File: config.mk
export PLATFORM = sky130hd
export DESIGN_NAME = demux1x2_stream
export DESIGN_NICKNAME = d
export VERILOG_FILES = /design/src/rtl/demux1x2_stream.sv
export SDC_FILE = /design/constraint.sdc
export NUM_CORES = 1
export LEC_CHECK = 0
export BUFFER_PORTS_ARGS = -buffer_cell sky130_fd_sc_hd__buf_2
export CAP_MARGIN = 20
export CORE_MARGIN = 4
export CORE_UTILIZATION = 30
export DETAILED_ROUTE_END_ITERATION = 12
export PLACE_DENSITY = 0.49
export SYNTH_ARGS = -nofsm -noshare
export SYNTH_HDL_FRONTEND = slang
export SYNTH_SLANG_ARGS = --single-unit
File: constraint.sdc
create_clock -name clk -period 1.64 [get_ports clk]
set_input_delay 0 -clock clk [delete_from_list [all_inputs] [get_ports clk]]
set_output_delay 0 -clock clk [all_outputs]
set_load 0.01 [all_outputs]
File: src/rtl/demux1x2_stream.sv
// rtl/demux1x2_stream.sv - registered 1-to-2 stream demultiplexer with per-channel transfer counters
module demux1x2_stream #(
  parameter int WIDTH = 4,
  parameter int CNT_W = 8
) (
  input  logic             clk,
  input  logic             rst_n,
  input  logic [WIDTH-1:0] i_data,
  input  logic             i_sel,
  input  logic             i_valid,
  output logic             i_ready,
  output logic [WIDTH-1:0] y0_data,
  output logic             y0_valid,
  input  logic             y0_ready,
  output logic [WIDTH-1:0] y1_data,
  output logic             y1_valid,
  input  logic             y1_ready,
  input  logic             clr_cnt,
  output logic [CNT_W-1:0] cnt0,
  output logic [CNT_W-1:0] cnt1
);

  typedef enum logic {
    S_EMPTY = 1'b0,
    S_FULL  = 1'b1
  } state_t;

  state_t           r_st0;
  state_t           r_st1;
  state_t           w_nst0;
  state_t           w_nst1;
  logic [WIDTH-1:0] r_data0;
  logic [WIDTH-1:0] r_data1;
  logic [CNT_W-1:0] r_cnt0;
  logic [CNT_W-1:0] r_cnt1;
  logic             w_accept;
  logic             w_load0;
  logic             w_load1;
  logic             w_drain0;
  logic             w_drain1;

  // Only the addressed channel gates the input, so a stalled channel never blocks the other one.
  assign i_ready  = i_sel ? (~y1_valid | y1_ready) : (~y0_valid | y0_ready);
  // i_valid masks i_sel, so an unknown select while idle cannot load either channel.
  assign w_accept = i_valid & i_ready;
  assign w_load0  = w_accept & ~i_sel;
  assign w_load1  = w_accept & i_sel;
  assign w_drain0 = y0_valid & y0_ready;
  assign w_drain1 = y1_valid & y1_ready;

  assign y0_valid = (r_st0 == S_FULL);
  assign y1_valid = (r_st1 == S_FULL);
  assign y0_data  = r_data0;
  assign y1_data  = r_data1;
  assign cnt0     = r_cnt0;
  assign cnt1     = r_cnt1;

  // Channel occupancy state registers.
  always_ff @(posedge clk or negedge rst_n) begin
    if (!rst_n) begin
      r_st0 <= S_EMPTY;
      r_st1 <= S_EMPTY;
    end else begin
      r_st0 <= w_nst0;
      r_st1 <= w_nst1;
    end
  end

  // Next occupancy: a load always leaves the channel full, a drain without a load empties it.
  always_comb begin
    w_nst0 = r_st0;
    w_nst1 = r_st1;
    case (r_st0)
      S_EMPTY: if (w_load0) w_nst0 = S_FULL;
      S_FULL:  if (w_drain0 && !w_load0) w_nst0 = S_EMPTY;
      default: w_nst0 = S_EMPTY;
    endcase
    case (r_st1)
      S_EMPTY: if (w_load1) w_nst1 = S_FULL;
      S_FULL:  if (w_drain1 && !w_load1) w_nst1 = S_EMPTY;
      default: w_nst1 = S_EMPTY;
    endcase
  end

  // Holding registers change only on a load, which keeps data stable while a sink stalls.
  always_ff @(posedge clk or negedge rst_n) begin
    if (!rst_n) begin
      r_data0 <= '0;
      r_data1 <= '0;
    end else begin
      if (w_load0) r_data0 <= i_data;
      if (w_load1) r_data1 <= i_data;
    end
  end

  // Wrapping per-channel accept counters; clear wins over a same-cycle increment.
  always_ff @(posedge clk or negedge rst_n) begin
    if (!rst_n) begin
      r_cnt0 <= '0;
      r_cnt1 <= '0;
    end else if (clr_cnt) begin
      r_cnt0 <= '0;
      r_cnt1 <= '0;
    end else begin
      if (w_load0) r_cnt0 <= r_cnt0 + CNT_W'(1);
      if (w_load1) r_cnt1 <= r_cnt1 + CNT_W'(1);
    end
  end

endmodule

==> flow_metrics.env, run 1 <==
export IMPL_core_area_mm2=0.00414
export IMPL_viasPerCell=4.91
export IMPL_status="finished, final reports clean"
export IMPL_synth_main_ff_cell="dfrtp_1"
export IMPL_power_density_mw_per_mm2=872
export IMPL_ir_drop_mv=0.697
export IMPL_fmax_mhz=669
export IMPL_globalRouteMet1Util=0.147
export IMPL_synthArstFlopShare=1.00
export IMPL_grt_pass1_vias=1055
export IMPL_clock_sinks=26
export IMPL_postCtsSetupBuffers=0
export IMPL_p_leak_nw=0.767
export IMPL_synth_area_leaders="dfrtp_1 (49%), mux2_2 (14%), nor2b_1 (4.2%), nor2_1 (3.1%), nor4_2 (2.8%)"
export IMPL_ant_nets=0
export IMPL_multiInputGateArea_um2=634
export IMPL_post_route_period_util=0.911
export IMPL_fillers=423
export IMPL_netlist_area_leader_share=0.488
export IMPL_cts_tree="built"
export IMPL_rows=23
export IMPL_cts_made_buffers=3
export IMPL_dp_hpwl_mm=2.11
export IMPL_hold_path_class="in -> reg"
export IMPL_netlist_area_mm2=0.00133
export IMPL_met3_usage=0.0401
export IMPL_synthCells=120
export IMPL_rsz0062_at_grt="no"
export IMPL_die_h_um=74.6
export IMPL_die_x_um=74.6
export IMPL_antenna_found_initial=0
export IMPL_hold_viol_final=0
export IMPL_setup_tns_final_ns=0
export IMPL_drt_initial_drc_count=35
export IMPL_drive_gt1_frac=0.400
export IMPL_track_usage=0.116
export IMPL_crit_fanout=15
export IMPL_drc=0
export IMPL_regArea_um2=651
export IMPL_critPathLaunchType="flop"
export IMPL_endpoint_kind="flop"
export IMPL_setup_violations=0
export IMPL_fin_crit_ns=1.49
export IMPL_boundaryPins=38
export IMPL_synthesis_nets=133
export IMPL_area_growth_pct=24.7
export IMPL_ys_top_cells_by_count="dfrtp_1 (26), mux2_2 (16), nor2_1 (11)"
export IMPL_ys_types=28
export IMPL_avgSynthCellArea_um2=11.1
export IMPL_slew_headroom=0.601
export IMPL_clk_pin_slew_ns=0.09
export IMPL_seq_area_frac_synth=0.488
export IMPL_cts_root_buf="clkbuf_8"
export IMPL_initial_core_util=0.322
export IMPL_num_vias=1032
export IMPL_required_ns=1.80
export IMPL_power_w=0.00145
export IMPL_grt_util_met2=0.193
export IMPL_grt_pass1_wl_mm=5.07
export IMPL_wl_per_cell_um=13.7
export IMPL_fin_nets=174
export IMPL_finalWirelength_mm=2.89
export IMPL_synth_edff_count=0
export IMPL_arrival_ns=1.66
export IMPL_synth_top_cell_by_area="dfrtp_1"
export IMPL_clkLatencyLatePin_ns=0.27
export IMPL_cts_repair_resized=0
export IMPL_worst_slew_pin_slew_ns=0.599
export IMPL_yosysMostFrequentCell="dfrtp_1"
export IMPL_timing_final_max_slew_violations=0
export IMPL_crit_type="reg -> reg"
export IMPL_ys_seq_elements=26
export IMPL_port_buffers=37
export IMPL_h_tree_depth=1
export IMPL_gp_congestion=0.731
export IMPL_grt_busiest_layer="met2"
export IMPL_dr_pass1_iters=4
export IMPL_num_antenna_cells=0
export IMPL_yosys_warnings=0
export IMPL_grt_max_degree=27
export IMPL_grt_overflow_total=0
export IMPL_drv_cap=0
export IMPL_cts_max_path_buffers=2
export IMPL_fin_skew_ns=0.00486
export IMPL_dieArea_mm2=0.00557
metrics by stage:
step	hold WS [ns]	std cells	utilization	setup slack, ns	instance area [µm²]
after floorplan	-0.296	120	-	0.176	1330
after global placement	0.0437	201	0.372	0.135	1540
after detailed placement	0.0520	201	0.372	0.161	1540
after CTS	0.0754	210	0.401	0.128	1660
after global routing	0.108	210	0.401	0.00784	1660
final	0.0826	210	0.401	0.146	1660
state kept, by name (all words and copies together) (netlist names):
name and cells:
y1_data 4, cnt0 8, cnt1 8, y0_valid 1
y1_valid 1, y0_data 4
kinds of logic (layout without fill, tap and decap cells):
kind of cell	count (synthesis)	after routing	synth area share
buffers and inverters	8	48	0.0357
multiplexers	18	18	0.151
adder cells (fa/ha/maj)	2	2	0.0188
flip-flops	26	26	0.488
AO/OA/AOI/OAI	14	14	0.0582
AND/OR/NAND/NOR	52	52	0.248
report_power, final:
group	internal (W)	switching [W]
clock	0.000326	0.000203
sequential	0.000685	0.0000258
combinational	0.0000952	0.000113
layout by cell type (no fill, tap or decap), types with 2 or more instances in the layout:
| cell type | count |
|---|---|
| a21oi_1 | 7 |
| buf_2 | 37 |
| clkbuf_8 | 3 |
| dfrtp_1 | 26 |
| dlygate4sd3_1 | 5 |
| ha_1 | 2 |
| inv_1 | 2 |
| mux2_2 | 16 |
| nand2_1 | 5 |
| nand3_1 | 3 |
| nand4_1 | 2 |
| nor2_1 | 11 |
| nor2b_1 | 9 |
| nor2b_2 | 2 |
| nor4_1 | 3 |
| nor4_2 | 3 |
| nor4b_1 | 3 |
| o21ai_0 | 4 |
| o31ai_1 | 3 |
| or3_1 | 2 |
| or3b_1 | 2 |
| or4_1 | 3 |
worst max-delay path: stages, from the launching register on:
cell	delay, ns
dfrtp_1	0.38
nor2b_2	0.23
nor4b_1	0.40
mux2_2	0.38
area by class of cell:
cell class	count	share of cell area
tap	50	0.0377
timing repair buffer	42	0.142
inverter	2	0.00452
sequential	26	0.392
clock buffer	3	0.0248
clock inverter	1	0.0181
multi-input combinational	86	0.382
final timing paths:
kind / startpoint / to / slack [ns] / depth (start not counted)
hold / removal: i_valid / y0_valid$_DFF_PN0_ / 0.08 / 3
max in group asynchronous: rst_n / cnt1[7]$_DFFE_PN0P_ / 0.97 / 2
setup reg to reg: y0_valid$_DFF_PN0_ / cnt0[4]$_DFFE_PN0P_ / 0.15 / 3
hold reg to reg: y1_data[3]$_DFFE_PN0P_ / y1_data[3]$_DFFE_PN0P_ / 0.51 / 1
setup / recovery: y0_valid$_DFF_PN0_ / cnt0[4]$_DFFE_PN0P_ / 0.15 / 3
min in group asynchronous: rst_n / cnt0[6]$_DFFE_PN0P_ / 0.27 / 2
routing by layer:
layer | wire length, µm | vias to the layer above | share of wire
li1 | - | 507 | -
met1 | 1300 | 492 | 0.45
met2 | 1330 | 31 | 0.46
met3 | 235 | 2 | 0.081
met4 | 20 | 0 | 0.0069
met5 | 0 | - | 0
what timing repair did:
action | in CTS | in global routing
hold endpoints to repair | 34 | 0
setup endpoints to repair | 0 | 0
hold buffers | 5 | 0
Power figures use the tool's default switching activity.
==> run 2: changes to the inputs <==
--- a/config.mk
+++ b/config.mk
@@ -5,12 +5,15 @@
 export SDC_FILE = /design/constraint.sdc
 export NUM_CORES = 1
 export LEC_CHECK = 0
+export ABC_AREA = 1
 export BUFFER_PORTS_ARGS = -buffer_cell sky130_fd_sc_hd__buf_2
 export CAP_MARGIN = 20
+export CELL_PAD_IN_SITES_DETAIL_PLACEMENT = 0
+export CELL_PAD_IN_SITES_GLOBAL_PLACEMENT = 1
 export CORE_MARGIN = 4
 export CORE_UTILIZATION = 30
 export DETAILED_ROUTE_END_ITERATION = 12
-export PLACE_DENSITY = 0.49
+export PLACE_DENSITY = 0.65
 export SYNTH_ARGS = -nofsm -noshare
 export SYNTH_HDL_FRONTEND = slang
 export SYNTH_SLANG_ARGS = --single-unit
==> constraint.sdc (replaced) <==
create_clock -name clk -period 1.9 [get_ports clk]
set_input_delay 0 -clock clk [delete_from_list [all_inputs] [get_ports clk]]
set_output_delay 0 -clock clk [all_outputs]
set_load 0.01 [all_outputs]
==> run 2 against run 1 <==
  * Critical path depth rose by 3
  * Flip-flop and latch count did not move
  * Power fell by 24%
  * Worst hold slack got worse by 0.082 ns
  * Via count rose by 12%
  * Clock-buffer cell count did not move
  * First-iteration DRC count rose by 46%
  * Critical path type is now in -> reg
==> flow_metrics.env, run 2 <==
export IMPL_status="finished, final reports clean"
export IMPL_gp_congestion=0.752
export IMPL_port_buffers=37
export IMPL_crit_type="in -> reg"
export IMPL_grt_max_degree=27
export IMPL_dr_wl_met3_um=196
export IMPL_min_path_cells=3
export IMPL_hold_path_class="in -> reg"
export IMPL_whs_endpoint="y0_data[2]$_DFFE_PN0P_"
export IMPL_crit_fanout=16
export IMPL_cts_repair_resized=0
export IMPL_antenna_found_initial=0
export IMPL_die_h_um=72.9
export IMPL_clkLatencyLatePin_ns=0.27
export IMPL_setup_tns_final_ns=0
export IMPL_grt_pass1_vias=1096
export IMPL_min_delay_start="i_data[2]"
export IMPL_num_vias=1157
export IMPL_dr_pass1_iters=4
export IMPL_boundaryPins=38
export IMPL_hold_viol_final=0
export IMPL_clk_pin_slew_ns=0.09
export IMPL_die_x_um=72.9
export IMPL_ys_types=17
export IMPL_wl_per_cell_um=12.0
export IMPL_netlist_area_mm2=0.00126
export IMPL_grt_pass1_wl_mm=5.20
export IMPL_fin_skew_ns=0.00376
export IMPL_worst_slew_pin_slew_ns=0.598
export IMPL_fillers=446
export IMPL_yosys_warnings=0
export IMPL_track_usage=0.125
export IMPL_power_density_mw_per_mm2=696
export IMPL_rsz0062_at_grt="no"
export IMPL_num_antenna_cells=0
export IMPL_area_growth_pct=24.8
export IMPL_cts_max_path_buffers=2
export IMPL_viasPerCell=4.65
export IMPL_drt_initial_drc_count=51
export IMPL_required_ns=2.10
export IMPL_wl_met2_mm=1.40
export IMPL_power_w=0.00110
export IMPL_fmax_mhz=792
export IMPL_grt_overflow_total=0
export IMPL_cts_root_buf="clkbuf_8"
export IMPL_cts_tree="built"
export IMPL_seq_area_frac_synth=0.514
export IMPL_postCtsHoldBufs=3
export IMPL_r2r_slack_ns=0.67
export IMPL_fin_crit_ns=1.26
export IMPL_ys_seq_elements=26
export IMPL_netlist_area_leader_share=0.514
export IMPL_clock_sinks=26
export IMPL_r2r_worst_path_cells=5
export IMPL_critPathLaunchType="primary input"
export IMPL_synth_area_leaders="dfrtp_1 (51%), nand2_1 (12%), nand3_1 (5.9%), inv_1 (5.6%), nor2_1 (5.3%)"
export IMPL_dieArea_mm2=0.00532
export IMPL_endpoint_kind="flop"
export IMPL_post_route_period_util=0.664
export IMPL_slew_headroom=0.602
export IMPL_drc=0
export IMPL_layout_common_cells="nand2_1 (41), buf_2 (37), dfrtp_1 (26)"
export IMPL_yosysMostFrequentCell="nand2_1"
export IMPL_synthCells=158
export IMPL_avgSynthCellArea_um2=8.01
export IMPL_ys_top_cells_by_count="nand2_1 (41), dfrtp_1 (26), inv_1 (19)"
export IMPL_dp_hpwl_mm=2.23
export IMPL_core_area_mm2=0.00403
export IMPL_fin_nets=214
export IMPL_drive_gt1_frac=0.226
export IMPL_finalWirelength_mm=2.99
export IMPL_drv_cap=0
export IMPL_layout_commonest_cell="nand2_1"
export IMPL_cts_made_buffers=3
export IMPL_synthesis_nets=171
export IMPL_rr_startpoint="y0_valid$_DFF_PN0_"
export IMPL_synthArstFlopShare=1.00
export IMPL_wl_met1_mm=1.37
export IMPL_r2r_end="cnt0[4]$_DFFE_PN0P_"
export IMPL_synth_main_ff_cell="dfrtp_1"
export IMPL_highest_signal_layer="met4"
export IMPL_ant_nets=0
export IMPL_setup_violations=0
export IMPL_h_tree_depth=1
export IMPL_postCtsSetupBuffers=0
export IMPL_synth_edff_count=0
export IMPL_synth_top_cell_by_area="dfrtp_1"
export IMPL_p_leak_nw=0.887
export IMPL_rows=23
export IMPL_initial_core_util=0.314
export IMPL_ir_drop_mv=0.332
export IMPL_arrival_ns=1.47
export IMPL_timing_final_max_slew_violations=0
## run 2: cell types whose count changed after synthesis, moves of 7 or more
| cell | change |
|---|---|
| inv_1 | +17 |
| mux2_2 | -16 |
| nand2_1 | +36 |
| nand3_1 | +12 |
| nor2_1 | +7 |
| nor2b_1 | -9 |
| o21ai_0 | +7 |
## run 2: worst max-delay path by stage
stage                                    from                  end  slack, ns  cells after the start
after floorplan           cnt1[0]$_DFFE_PN0P_  cnt1[6]$_DFFE_PN0P_       0.76                      7
after global placement     y0_valid$_DFF_PN0_  cnt0[4]$_DFFE_PN0P_       0.64                      5
after detailed placement   y0_valid$_DFF_PN0_  cnt0[4]$_DFFE_PN0P_       0.65                      5
after CTS                  y0_valid$_DFF_PN0_  cnt0[4]$_DFFE_PN0P_       0.62                      5
after global routing                  clr_cnt  cnt0[3]$_DFFE_PN0P_       0.53                      5
final                                 clr_cnt  cnt0[4]$_DFFE_PN0P_       0.64                      6
## run 2: cells by family (layout without fill, tap and decap cells)
logic type,count (synthesis),in the layout,synth area share
and+or+nand+nor,83,83,0.292
DFF,26,26,0.514
buffers and inverters,23,64,0.0712
AOI/OAI and AO/OA,22,22,0.0890
adders and majority gates,2,2,0.0198
xor gates and xnor gates,2,2,0.0139
## run 2: area by class of cell
cell class / count / area, µm² / share of cell area
inverters: 20 / 75.1 / 0.0475
repair buffers: 41 / 225 / 0.143
well taps: 50 / 62.6 / 0.0396
clock buffers: 3 / 41.3 / 0.0261
flip-flops and latches: 26 / 651 / 0.412
multi-input cells: 109 / 524 / 0.332
## run 2: where the power goes
group / internal (W) / switching [W] / total, W
sequential: 0.000590 / 0.0000228 / 0.000612
combinational: 0.0000659 / 0.000106 / 0.000172
clock: 0.000142 / 0.000172 / 0.000314
total: 0.000798 / 0.000301 / 0.00110
## run 2: layer usage
metal / GRT usage / vias up
met5: 0 / -
met4: 0.0369 / 0
met3: 0.0344 / 4
met2: 0.200 / 33
met1: 0.163 / 533
li1: - / 587
## run 2: per-stage QoR
| step | setup WS (ns) | hold WS [ns] | cell area, µm² | instances | utilization |
|---|---|---|---|---|---|
| floorplan | 0.757 | -0.296 | 1260 | 158 | - |
| global placement | 0.642 | 0.0565 | 1500 | 242 | 0.372 |
| detailed placement | 0.648 | 0.0567 | 1500 | 242 | 0.372 |
| CTS | 0.622 | 0.00124 | 1570 | 248 | 0.389 |
| global route | 0.526 | 0.0192 | 1580 | 249 | 0.392 |
| finish | 0.638 | 0.000916 | 1580 | 249 | 0.392 |
## run 2: critical path, stage by stage
cell and delay [ns]:
dlygate4sd3_1 0.53, buf_2 0.17, inv_1 0.37, nand2_1 0.16
o21a_1 0.14, nor2_1 0.09
